--- src/rtl/leds_pkg.sv ---
// Shared encodings for the RGB/N-channel PWM sequencer: user modes and envelope FSM states.
package leds_pkg;

    typedef enum logic [1:0] {
        MODE_OFF     = 2'd0,
        MODE_STATIC  = 2'd1,
        MODE_BLINK   = 2'd2,
        MODE_BREATHE = 2'd3
    } mode_e;

    typedef enum logic [2:0] {
        S_OFF       = 3'd0,
        S_STATIC    = 3'd1,
        S_BLINK_ON  = 3'd2,
        S_BLINK_OFF = 3'd3,
        S_RISE      = 3'd4,
        S_FALL      = 3'd5
    } state_e;

    // First envelope state entered when a mode is loaded.
    function automatic state_e entry_state(mode_e m);
        case (m)
            MODE_STATIC:  return S_STATIC;
            MODE_BLINK:   return S_BLINK_ON;
            MODE_BREATHE: return S_RISE;
            default:      return S_OFF;
        endcase
    endfunction

endpackage

--- src/rtl/rgb_pwm_sequencer_if.sv ---
// Control/LED bundle between board control logic (master) and the sequencer (slave).
interface rgb_pwm_sequencer_if #(
    parameter int CHANNELS = 3,
    parameter int PWM_BITS = 8
);
    logic [1:0]                   mode;
    logic [CHANNELS*PWM_BITS-1:0] level;
    logic                         load;
    logic [CHANNELS-1:0]          led;
    logic                         frame;

    modport master (output mode, output level, output load, input led, input frame);
    modport slave  (input mode, input level, input load, output led, output frame);
endinterface

--- src/rtl/pwm_channel.sv ---
// One PWM output: holds its brightness level, scales it by the shared envelope and
// compares the frame-latched duty against the shared PWM counter.
module pwm_channel #(
    parameter int PWM_BITS = 8
) (
    input  logic                clk,
    input  logic                rst,
    input  logic                load_i,
    input  logic                frame_i,
    input  logic [PWM_BITS-1:0] level_i,
    input  logic [PWM_BITS-1:0] env_i,
    input  logic [PWM_BITS-1:0] pwm_cnt_i,
    output logic                led_o
);
    localparam int PROD_W = 2 * PWM_BITS + 1;

    logic [PWM_BITS-1:0] level_q;
    logic [PWM_BITS-1:0] duty_q;
    logic [PWM_BITS-1:0] duty_d;
    logic                led_q;
    logic [PROD_W-1:0]   level_ext;
    logic [PROD_W-1:0]   scale_ext;
    logic [PROD_W-1:0]   product;

    // env+1 makes a full-scale envelope return the level unchanged after the shift.
    assign level_ext = PROD_W'(level_q);
    assign scale_ext = PROD_W'(env_i) + PROD_W'(1);
    assign product   = level_ext * scale_ext;
    assign duty_d    = PWM_BITS'(product >> PWM_BITS);

    always_ff @(posedge clk or posedge rst) begin
        if (rst) begin
            level_q <= '0;
            duty_q  <= '0;
            led_q   <= 1'b0;
        end else begin
            // NOTE: duty only reloads on the frame pulse so a mid-frame load never
            // produces a truncated or stretched pulse on the pin.
            if (frame_i) duty_q <= duty_d;
            if (load_i)  level_q <= level_i;
            led_q <= (pwm_cnt_i < duty_q);
        end
    end

    assign led_o = led_q;

endmodule

--- src/rtl/rgb_pwm_sequencer.sv ---
// N-channel PWM LED driver: prescaler, frame counter and the shared off/static/blink/
// breathe envelope FSM; per-channel duty and output flops live in pwm_channel.
module rgb_pwm_sequencer
    import leds_pkg::*;
#(
    parameter int CHANNELS     = 3,
    parameter int PWM_BITS     = 8,
    parameter int PRESCALE     = 12,
    parameter int BLINK_FRAMES = 32
) (
    input logic                clk,
    input logic                rst,
    rgb_pwm_sequencer_if.slave ctrl
);
    localparam int PRE_W = (PRESCALE > 1) ? $clog2(PRESCALE) : 1;
    localparam int FC_W  = (BLINK_FRAMES > 1) ? $clog2(BLINK_FRAMES) : 1;

    localparam logic [PWM_BITS-1:0] ENV_MAX    = '1;
    localparam logic [PWM_BITS-1:0] ENV_MAX_M1 = ENV_MAX - 1'b1;
    localparam logic [PWM_BITS-1:0] ENV_ONE    = PWM_BITS'(1);
    localparam logic [PRE_W-1:0]    PRE_LAST   = PRE_W'(PRESCALE - 1);
    localparam logic [FC_W-1:0]     FC_LAST    = FC_W'(BLINK_FRAMES - 1);

    logic [PRE_W-1:0]    presc_q;
    logic                tick;
    logic [PWM_BITS-1:0] pwm_cnt_q;
    logic                frame_q;
    logic [FC_W-1:0]     fcnt_q;
    logic [PWM_BITS-1:0] env_q;
    state_e              state_q;
    mode_e               mode_q;
    mode_e               mode_in;
    logic [CHANNELS-1:0] led_w;

    assign tick    = (presc_q == PRE_LAST);
    assign mode_in = mode_e'(ctrl.mode);

    always_ff @(posedge clk or posedge rst) begin
        if (rst) begin
            presc_q   <= '0;
            pwm_cnt_q <= '0;
            frame_q   <= 1'b0;
        end else begin
            // NOTE: every state element updates with <= so all flops see the
            // pre-edge values of each other, independent of statement order.
            presc_q <= tick ? '0 : presc_q + 1'b1;
            if (tick) pwm_cnt_q <= pwm_cnt_q + 1'b1;
            frame_q <= tick && (pwm_cnt_q == '1);
        end
    end

    // Load has priority over the frame advance, so a load landing on a frame
    // restarts the mode instead of also stepping the envelope.
    always_ff @(posedge clk or posedge rst) begin
        if (rst) begin
            mode_q  <= MODE_OFF;
            state_q <= S_OFF;
            env_q   <= '0;
            fcnt_q  <= '0;
        end else if (ctrl.load) begin
            mode_q  <= mode_in;
            state_q <= entry_state(mode_in);
            env_q   <= (mode_in == MODE_STATIC || mode_in == MODE_BLINK) ? ENV_MAX : '0;
            fcnt_q  <= '0;
        end else if (frame_q) begin
            unique case (state_q)
                S_OFF:    env_q <= '0;
                S_STATIC: env_q <= ENV_MAX;
                S_BLINK_ON: begin
                    if (fcnt_q == FC_LAST) begin
                        state_q <= S_BLINK_OFF;
                        env_q   <= '0;
                        fcnt_q  <= '0;
                    end else begin
                        fcnt_q <= fcnt_q + 1'b1;
                    end
                end
                S_BLINK_OFF: begin
                    if (fcnt_q == FC_LAST) begin
                        state_q <= S_BLINK_ON;
                        env_q   <= ENV_MAX;
                        fcnt_q  <= '0;
                    end else begin
                        fcnt_q <= fcnt_q + 1'b1;
                    end
                end
                S_RISE: begin
                    env_q <= env_q + 1'b1;
                    if (env_q == ENV_MAX_M1) state_q <= S_FALL;
                end
                S_FALL: begin
                    env_q <= env_q - 1'b1;
                    if (env_q == ENV_ONE) state_q <= S_RISE;
                end
                default: begin
                    state_q <= entry_state(mode_q);
                    env_q   <= '0;
                    fcnt_q  <= '0;
                end
            endcase
        end
    end

    for (genvar i = 0; i < CHANNELS; i++) begin : g_ch
        pwm_channel #(.PWM_BITS(PWM_BITS)) u_ch (
            .clk       (clk),
            .rst       (rst),
            .load_i    (ctrl.load),
            .frame_i   (frame_q),
            .level_i   (ctrl.level[i*PWM_BITS +: PWM_BITS]),
            .env_i     (env_q),
            .pwm_cnt_i (pwm_cnt_q),
            .led_o     (led_w[i])
        );
    end

    assign ctrl.led   = led_w;
    assign ctrl.frame = frame_q;

endmodule

--- src/flat_wrapper.sv ---
// flat-port wrapper written by rule: the top's interface ports become plain ports
module rgb_pwm_sequencer_flat import leds_pkg::*;
#(
    parameter int CHANNELS     = 3,
    parameter int PWM_BITS     = 8,
    parameter int PRESCALE     = 12,
    parameter int BLINK_FRAMES = 32
)
  (clk, rst, ctrl_mode, ctrl_level, ctrl_load, ctrl_led, ctrl_frame);
  rgb_pwm_sequencer_if #(.CHANNELS(CHANNELS), .PWM_BITS(PWM_BITS)) ctrl_i ();
  input logic clk;
  input logic rst;
  input wire logic [$bits(ctrl_i.mode)-1:0] ctrl_mode;
  input wire logic [$bits(ctrl_i.level)-1:0] ctrl_level;
  input wire logic [$bits(ctrl_i.load)-1:0] ctrl_load;
  output wire logic [$bits(ctrl_i.led)-1:0] ctrl_led;
  output wire logic [$bits(ctrl_i.frame)-1:0] ctrl_frame;
  assign ctrl_i.mode = ctrl_mode;
  assign ctrl_i.level = ctrl_level;
  assign ctrl_i.load = ctrl_load;
  assign ctrl_led = ctrl_i.led;
  assign ctrl_frame = ctrl_i.frame;
  rgb_pwm_sequencer #(.CHANNELS(CHANNELS), .PWM_BITS(PWM_BITS), .PRESCALE(PRESCALE), .BLINK_FRAMES(BLINK_FRAMES)) u_core (.clk(clk), .rst(rst), .ctrl(ctrl_i));
endmodule
--- config.mk ---
export PLATFORM = sky130hd
export DESIGN_NAME = rgb_pwm_sequencer_flat
export DESIGN_NICKNAME = d
export VERILOG_FILES = /design/src/rtl/leds_pkg.sv /design/src/rtl/rgb_pwm_sequencer_if.sv /design/src/rtl/pwm_channel.sv /design/src/rtl/rgb_pwm_sequencer.sv /design/src/flat_wrapper.sv
export SDC_FILE = /design/constraint.sdc
export NUM_CORES = 1
export LEC_CHECK = 0
export BUFFER_PORTS_ARGS = -buffer_cell sky130_fd_sc_hd__clkbuf_2
export CELL_PAD_IN_SITES_DETAIL_PLACEMENT = 0
export CELL_PAD_IN_SITES_GLOBAL_PLACEMENT = 2
export CORE_UTILIZATION = 40
export DETAILED_ROUTE_END_ITERATION = 16
export PLACE_DENSITY_LB_ADDON = 0.1
export SLEW_MARGIN = 0
export SYNTH_ARGS = -nofsm -noshare
export SYNTH_HDL_FRONTEND = slang
export SYNTH_HIERARCHICAL = 1
export SYNTH_SLANG_ARGS = --single-unit
--- constraint.sdc ---
create_clock -name clk -period 11.96 [get_ports clk]
set_clock_uncertainty 0.15 [all_clocks]
set_input_delay 1.196 -clock clk [delete_from_list [all_inputs] [get_ports clk]]
set_output_delay 1.196 -clock clk [all_outputs]
set_load 0.02 [all_outputs]
# Word-level counts from Yosys, hierarchy flattened
# Cells that the tools add are included.
# totals
reg_bits	82
output_inout_bits	4
# classes
n_mul	3
order_cmp	3
eq_ne	22
n_reduce_logical	10
muxes	20
addsub	6
# op_table
cell	count
$mul A8 B17 Y16	3
$mux W8	5
$pmux W8 S5	1
$lt A8 B8 Y1	3
$mux W3	6
$pmux W3 S3	2
$add A8 B1 Y8 const B	2
$eq A8 B8 Y1 const B	2
$mux W5	3
$pmux W3 S5	1
$ne A3 B2 Y1 const B	4
$pmux W5 S2	1
$add A8 B1 Y9 const B	1
$eq A2 B2 Y1 const B	4
$eq A8 B1 Y1 const B	1
$sub A8 B1 Y8 const B	1
$eq A3 B2 Y1 const B	2
$eq A3 B3 Y1 const B	2
$reduce_and A6 Y1	1
$add A5 B1 Y5 const B	1
$eq A5 B5 Y1 const B	1
$add A4 B1 Y4 const B	1
$eq A2 B1 Y1 const B	2
$eq A4 B4 Y1 const B	1
other kinds (11)	13

# Longest topological paths before layout
# Gate-level depths: netlist of run 1.
# depth
depth_word	5
depth_mapped	19
mapped_depth_nobuf	19

# Modules after synthesis
# The synthesis of run 1 kept the hierarchy.
# modules_own_cells
mod	cells_per_inst	seq_area_each_um2	area_each_um2	instances
pwm_channel (u_core.g_ch[0].u_ch)	318	425.4	3029.2	1
pwm_channel (u_core.g_ch[2].u_ch)	322	425.4	3022.9	1
pwm_channel (u_core.g_ch[1].u_ch)	324	425.4	3020.4	1
rgb_pwm_sequencer	195	775.7	1900.6	1

# Worst setup path before layout of run 1
# Ideal clock, no wire load.
# synth_path
path_kind	register -> register
from	reg u_core.env_q[0]
to	reg u_core.g_ch[2].u_ch.duty_q[4]
n_path_buf	0
stages_incl_launch_ff	19
setup_ns	0.140
path_slack_ns	6.467
period_less_slack_ns	5.493
t_arrival_ns	5.203
path_cell_list	dfrtp_1 > ha_1 > nand3_1 > nor2_1 > xor2_1 > and2_1 > fa_1 > fa_1 > fa_1 > inv_1 > fa_1 > inv_1 > ha_1 > a21o_1 > nand2b_1 > a31o_1 > a31o_1 > xnor2_1 > a21oi_1
# synth_between
elab_chain_cells	2
# synth_rtl
element	line	rtl
from (decl)	rgb_pwm_sequencer.sv:29	logic [PWM_BITS-1:0] env_q;
from (signal assigned)	rgb_pwm_sequencer.sv:63	env_q <= (mode_in == MODE_STATIC || mode_in == MODE_BLINK) ? ENV_MAX : '0;
from (signal assigned)	rgb_pwm_sequencer.sv:88	env_q <= env_q + 1'b1;
from (signal assigned)	rgb_pwm_sequencer.sv:92	env_q <= env_q - 1'b1;
$add A8 B1 Y9	pwm_channel.sv:27	assign scale_ext = PROD_W'(env_i) + PROD_W'(1);
$mul A8 B17 Y16	pwm_channel.sv:28	assign product = level_ext * scale_ext;
to (signal assigned)	pwm_channel.sv:39	if (frame_i) duty_q <= duty_d;
to (decl)	pwm_channel.sv:18	logic [PWM_BITS-1:0] duty_q;
# Every way passes these cells.
# A chain may end at the register's enable or synchronous reset.

# Worst setup path after layout of run 1
# layout_path
from	reg u_core.env_q[2]
to	reg u_core.g_ch[0].u_ch.duty_q[3]
# layout_between
elab_chain_cells	2
# layout_rtl
element	line
$add A8 B1 Y9	pwm_channel.sv:27
$mul A8 B17 Y16	pwm_channel.sv:28
to (signal assigned)	pwm_channel.sv:39
to (decl)	pwm_channel.sv:18
# Every way passes these cells.

==> impl_metrics.ini, run 1 <==
[sta]
finalSetupViolCount = 0
max-slew-margin-rel_pct = 41.8
clock.fmax_mhz = 164
timing.hold.ws_ns = 0.317
worstMarginPinSlew_ns = 0.873
hold_viol_final = 0
rsz0062_at_grt = no
finalSetupTns_ns = 0
fin_crit_sh_pct = 51.0
fin_crit_ns = 6.10
slew_violations = 0

[clocking]
cts_max_level = 3
ctsResizeCount = 0
cts-root-buf = clkbuf_16
cts_tree = yes
clkTransAtPathRegs_ns = 0.08
ctsHoldBuffers = 0
clockBufferDepth = 2
cts_setup_buffers = 0
numCtsBuffers = 9
cts_num_sinks = 82
clkLatencyLatePin_ns = 0.36

[hold_path]
hold_class = flop to flop
hold_depth = 1

[global_routing]
track_usage_pct = 20.0
grt_pass1_wl_mm = 44.4
antenna_found_initial = 0
grt_max_degree = 49
grt_overflow = 0
grt_pass1_vias = 8218

[synth]
synth_ff_type = dfrtp_1
ys_ff_latch = 82
synth_top_family_by_area = adder cells
netlist_area_mm2 = 0.0110
synthSimpleGateAreaFrac_pct = 19.5
synth_compound_area_share_pct = 8.81
synth.avg_cell_area_um2 = 9.47
yosys.area_share.xor_xnor_pct = 4.55
synth.distinct_cells = 78
yosys_warnings = 6
synthMuxAreaShare_pct = 4.29
syn_nets = 1439
yosys.area.top_type_share_pct = 21.9
synth_top_cell_by_area = fa_1
synth_enable_flop_cells = 0
syn_inst = 1159
seq_area_frac_synth_pct = 18.7
synth_fa_ha_area_share_pct = 36.8
synthArstFlopShare_pct = 100
synth.area.top_cells = fa_1 22%, dfrtp_1 19%, ha_1 15%, inv_1 6.4%, and2_1 5.8%

[finish]
layout-drive-gt1-share_pct = 9.08
final_common_cell = inv_1
n_antenna_cell = 0
fin_area_mm2 = 0.0118
mostFrequentLayoutCells = 186 x inv_1, 131 x ha_1, 120 x fa_1
postLayoutCoreUtil_pct = 43.8
final_nets = 1464
synthToLayoutAreaGrowth_pct = 7.51

[placement]
routabilityCongestion = 0.784
hpwl_mm = 19.4
dpl_cell_area_mm2 = 0.0115
io_buffer_count = 32

[flow_run]
maxCapViolations = 0

[setup_path]
worst-path-stages = 16
reg2reg_depth = 16
critPathMostFrequentCell = fa_1
path_cells = nand3_1 > nor2_1 > xor2_1 > and2_1 > fa_1 > fa_1 > fa_1 > inv_1 > fa_1 > inv_1 > ha_1 > o2111a_1 > a221oi_1 > o21ai_1 > xnor2_1 > mux2i_1
crit_arrival_ns = 6.17
crit_type = flop to flop
critPathMaxFanout = 24
rrSetupSlack_ns = 5.86
critPathTopFamily = adder cells
crit_slowest_cell = dfrtp_1
path_buf_inv = 2
slowest_delay_ns = 0.92
worstPathRequired_ns = 12.02
end_kind = flop
startpoint_type = flop

[die]
die_area_mm2 = 0.0281
io_pins = 33
die_y_um = 168
coreArea_mm2 = 0.0270
rows = 60
die_w_um = 168
initial_core_util_pct = 40.7

[outcome]
status = finished clean

[detailed_routing]
drtIter0Drc = 395
wirelength_mm = 25.6
vias_per_cell = 5.13
drc_errors = 0
via_count = 7849
ant_nets = 0
wl_per_cell_um = 16.8
drt_pre_antenna_iters = 4

[power]
power_density_mw_per_mm2 = 199
p_leak_nw = 5.84
ir_worst_vdd_uv = 105
-- power by group --
part	leakage, nW	switching, mW	total, mW	internal, mW
registers	1.06	0.0605	0.352	0.292
clock network	0.150	0.149	0.298	0.149
logic	4.63	1.00	1.70	0.699
-- metal layers --
layer	GRT usage [%]	vias up	wire length [µm]
li1	-	3841	-
met1	29.5	3925	13200
met2	32.2	73	11700
met3	1.70	10	495
met4	3.27	0	186
met5	0	-	0
-- stage by stage --
step           power, mW  worst slack, ns  instances
3_5_place_dp        2.07             5.87       1514
2_1_floorplan       1.64             6.47       1159
6_report            2.35             5.86       1530
4_1_cts             2.40             5.83       1530
5_1_grt             2.66             5.45       1530
3_3_place_gp        2.09             5.88       1514
-- Yosys cell counts (18+ instances only) --
cell type,instances
a21oi_1,40
and2_1,101
dfrtp_1,82
fa_1,120
ha_1,131
inv_1,186
mux2_2,32
nand2_1,83
nand2b_1,22
nand3_1,18
nor2_1,36
nor2b_1,44
o21ai_0,23
xnor2_1,29
xor2_1,28
-- final timing paths --
check / startpoint / endpoint
min in group asynchronous: rst / u_core/env_q[1]$_DFFE_PP0P_
max reg2reg: u_core/env_q[2]$_DFFE_PP0P_ / u_core/g_ch[0].u_ch/duty_q[3]$_DFFE_PP0P_
max in group asynchronous: rst / u_core/g_ch[0].u_ch/level_q[6]$_DFFE_PP0P_
min: u_core/presc_q[0]$_DFF_PP0_ / u_core/presc_q[0]$_DFF_PP0_
min reg2reg: u_core/presc_q[0]$_DFF_PP0_ / u_core/presc_q[0]$_DFF_PP0_
max: u_core/env_q[2]$_DFFE_PP0P_ / u_core/g_ch[0].u_ch/duty_q[3]$_DFFE_PP0P_
-- flip-flops by register name, summed over array words and instances, names as in the netlist --
name / cells
u_core/mode_q: 2
u_core/g_ch.u_ch/level_q: 24
u_core/fcnt_q: 5
u_core/pwm_cnt_q: 8
u_core/presc_q: 4
u_core/state_q: 3
u_core/g_ch.u_ch/led_o: 3
u_core/g_ch.u_ch/duty_q: 24
u_core/ctrl.frame: 1
u_core/env_q: 8
-- logic make-up after synthesis --
kind of cell	count (synthesis)
and+or+nand+nor	377
adders and majority gates	251
buffers and inverters	208
AOI/OAI and AO/OA	141
DFF	82
xor gates and xnor gates	57
muxes	43
-- area by class of cell --
type                    instances  area, µm²
flip-flops and latches         82       2050
fillers                      2675      15200
inverters                     186        698
well taps                     341        427
repair buffers                 36        190
clock buffers                   9        225
clock inverters                 7       81.3
multi-input cells             869       8120
Power figures use the tool's default switching activity.
==> run 2, diff against run 1 <==
--- a/config.mk
+++ b/config.mk
@@ -5,10 +5,11 @@
 export SDC_FILE = /design/constraint.sdc
 export NUM_CORES = 1
 export LEC_CHECK = 0
+export ABC_AREA = 1
 export BUFFER_PORTS_ARGS = -buffer_cell sky130_fd_sc_hd__clkbuf_2
 export CELL_PAD_IN_SITES_DETAIL_PLACEMENT = 0
 export CELL_PAD_IN_SITES_GLOBAL_PLACEMENT = 2
-export CORE_UTILIZATION = 40
+export CORE_UTILIZATION = 35
 export DETAILED_ROUTE_END_ITERATION = 16
 export PLACE_DENSITY_LB_ADDON = 0.1
 export SLEW_MARGIN = 0
==> constraint.sdc (replaced) <==
create_clock -name clk -period 5.41 [get_ports clk]
set_clock_uncertainty 0.15 [all_clocks]
set_input_delay 0.541 -clock clk [delete_from_list [all_inputs] [get_ports clk]]
set_output_delay 0.541 -clock clk [all_outputs]
set_load 0.02 [all_outputs]
==> impl_metrics.ini, run 2 <==
[finish]
final_common_cell = nand2_1
mostFrequentLayoutCells = 376 x nand2_1, 326 x inv_1, 190 x nor2_1
synthToLayoutAreaGrowth_pct = 11.2
final_nets = 1938
regArea_mm2 = 0.00206
nFillCells = 3588
postLayoutCoreUtil_pct = 39.7
multi_input_area_mm2 = 0.00830
layout-drive-gt1-share_pct = 10.6
reg_top3 = u_core/g_ch.u_ch/duty_q x24, u_core/g_ch.u_ch/level_q x24
n_antenna_cell = 0
final_cells = 2105

[setup_path]
slowest_delay_ns = 0.55
startpoint_type = flop
crit_type = flop to flop
rr_startpoint = u_core/env_q[0]$_DFFE_PP0P_
reg2reg_depth = 21
crit_start = u_core/env_q[0]$_DFFE_PP0P_
critPathMaxFanout = 5
worstPathRequired_ns = 5.50
crit_slowest_cell = fa_1
path_buf_inv = 4
path_cells = buf_4 > nand3_2 > nor2_2 > or2_2 > and2_2 > inv_1 > nor2_1 > fa_1 > fa_1 > fa_1 > inv_1 > fa_1 > inv_1 > ha_1 > nand2_1 > o21ai_0 > nand2_1 > nand3_1 > nand2_1 > nand3_1 > o21ai_0
end_kind = flop
critPathTopFamily = adder cells
critPathMostFrequentCell = fa_1
worst-path-stages = 21
crit_arrival_ns = 5.20

[detailed_routing]
wl_per_cell_um = 14.8
drtIter0Drc = 580
ant_nets = 0
drc_errors = 0
drt_pre_antenna_iters = 5
via_count = 9886
vias_per_cell = 4.70
wirelength_mm = 31.1

[synth]
ys_ff_latch = 82
synthArstFlopShare_pct = 100
yosys.area.top_type_share_pct = 20.6
synth_enable_flop_cells = 0
syn_inst = 1590
netlist_area_mm2 = 0.0117
synth_most_common_cell = nand2_1
synth.area.top_cells = fa_1 21%, dfrtp_1 18%, ha_1 14%, nand2_1 12%, inv_1 10%
synth_common_cells = 376 x nand2_1, 326 x inv_1, 191 x nor2_1
synth_ff_type = dfrtp_1
synth_top_cell_by_area = fa_1
synth.avg_cell_area_um2 = 7.34
seq_area_frac_synth_pct = 17.6
syn_nets = 1870
yosys_warnings = 6
synth.distinct_cells = 51

[die]
initial_core_util_pct = 35.7
coreArea_mm2 = 0.0327
rows = 66
die_y_um = 185
die_w_um = 185
die_area_mm2 = 0.0341
io_pins = 33

[flow_run]
maxCapViolations = 0

[global_routing]
grt_pass1_vias = 10500
grt_pass1_wl_mm = 53.8
grt_max_degree = 55
track_usage_pct = 20.2
grt_overflow = 0
antenna_found_initial = 0

[sta]
finalSetupViolCount = 0
slew_violations = 0
worstMarginPinSlew_ns = 0.856
clock.fmax_mhz = 196
fin_crit_sh_pct = 94.5
fin_crit_ns = 5.11
rsz0062_at_grt = yes
timing.hold.ws_ns = 0.128
hold_viol_final = 0
max-slew-margin-rel_pct = 42.9

[placement]
routabilityCongestion = 0.837
io_buffer_count = 32
hpwl_mm = 25.5
dp_cells = 2078

[clocking]
numCtsBuffers = 9
ctsHoldBuffers = 0
clockBufferDepth = 2
clkLatencyLatePin_ns = 0.37
cts_max_level = 3
cts-root-buf = clkbuf_16
cts_tree = yes
clkTransAtPathRegs_ns = 0.07
cts_num_sinks = 82

[outcome]
status = finished clean

[hold_path]
hold_class = input pin to asynchronous set/reset pin
run 2: cell count changes after synthesis, sizes merged, moves of 22 or more:
cell and change:
inv +154, nand2 +305, nor2 +173, o21ai +29, nand3 +84, mux2 -32, nand2b -22, nor2b -44
and2 -97, xnor2 -26
run 2: path summary, 6_finish.rpt:
check | slack, ns | end
setup / recovery | 0.30 | u_core/g_ch[2].u_ch/duty_q[5]$_DFFE_PP0P_
setup reg to reg | 0.30 | u_core/g_ch[2].u_ch/duty_q[5]$_DFFE_PP0P_
max in group asynchronous | 4.28 | u_core/env_q[4]$_DFFE_PP0P_
min in group clk | 0.22 | u_core/g_ch[1].u_ch/level_q[5]$_DFFE_PP0P_
hold / removal | 0.13 | u_core/presc_q[2]$_DFF_PP0_
hold reg to reg | 0.34 | u_core/g_ch[2].u_ch/duty_q[6]$_DFFE_PP0P_
run 2: cells by family after synthesis:
family	count (synthesis)	share of synthesized area (%)
compound gates	139	6.98
xor+xnor	20	1.63
fa+ha+maj	251	34.6
buf+inv	358	11.9
flops	82	17.6
simple gates	740	27.3
run 2: cell type report:
class                      instances  area share, %
multi-input combinational       1150           63.9
sequential                        82           15.9
inverter                         343           9.94
tap                              442           4.26
timing repair buffer              72           3.64
clock buffer                      11           1.87
clock inverter                     5          0.482
run 2: metal layers:
metal	part of all wire [%]	global-route usage, %	vias to the layer above
li1	-	-	4999
met1	50	27.6	4761
met2	46	34.2	105
met3	2.1	1.82	21
met4	1.5	5.36	0
met5	0	0	-
run 2: timing repair:
action | 4_1_cts | 5_1_grt
setup endpoints to repair | 0 | 20
buffers inserted | 0 | 11
gates resized for setup | 0 | 19
endpoints found under the hold margin | 0 | 0
run 2: per-stage QoR:
step	worst slack [ns]	setup TNS (ns)	instance area, µm²
after floorplan	0.485	0	11700
after global placement	0.0441	0	12500
after detailed placement	0.00896	0	12500
after CTS	0.00747	0	12800
after global routing	-0.0216	-0.0462	13000
final	0.297	0	13000
Power of run 2 is left out: the tool's default activity adds up to more than one toggle a clock period on the data nets, which glitch-free logic cannot reach.
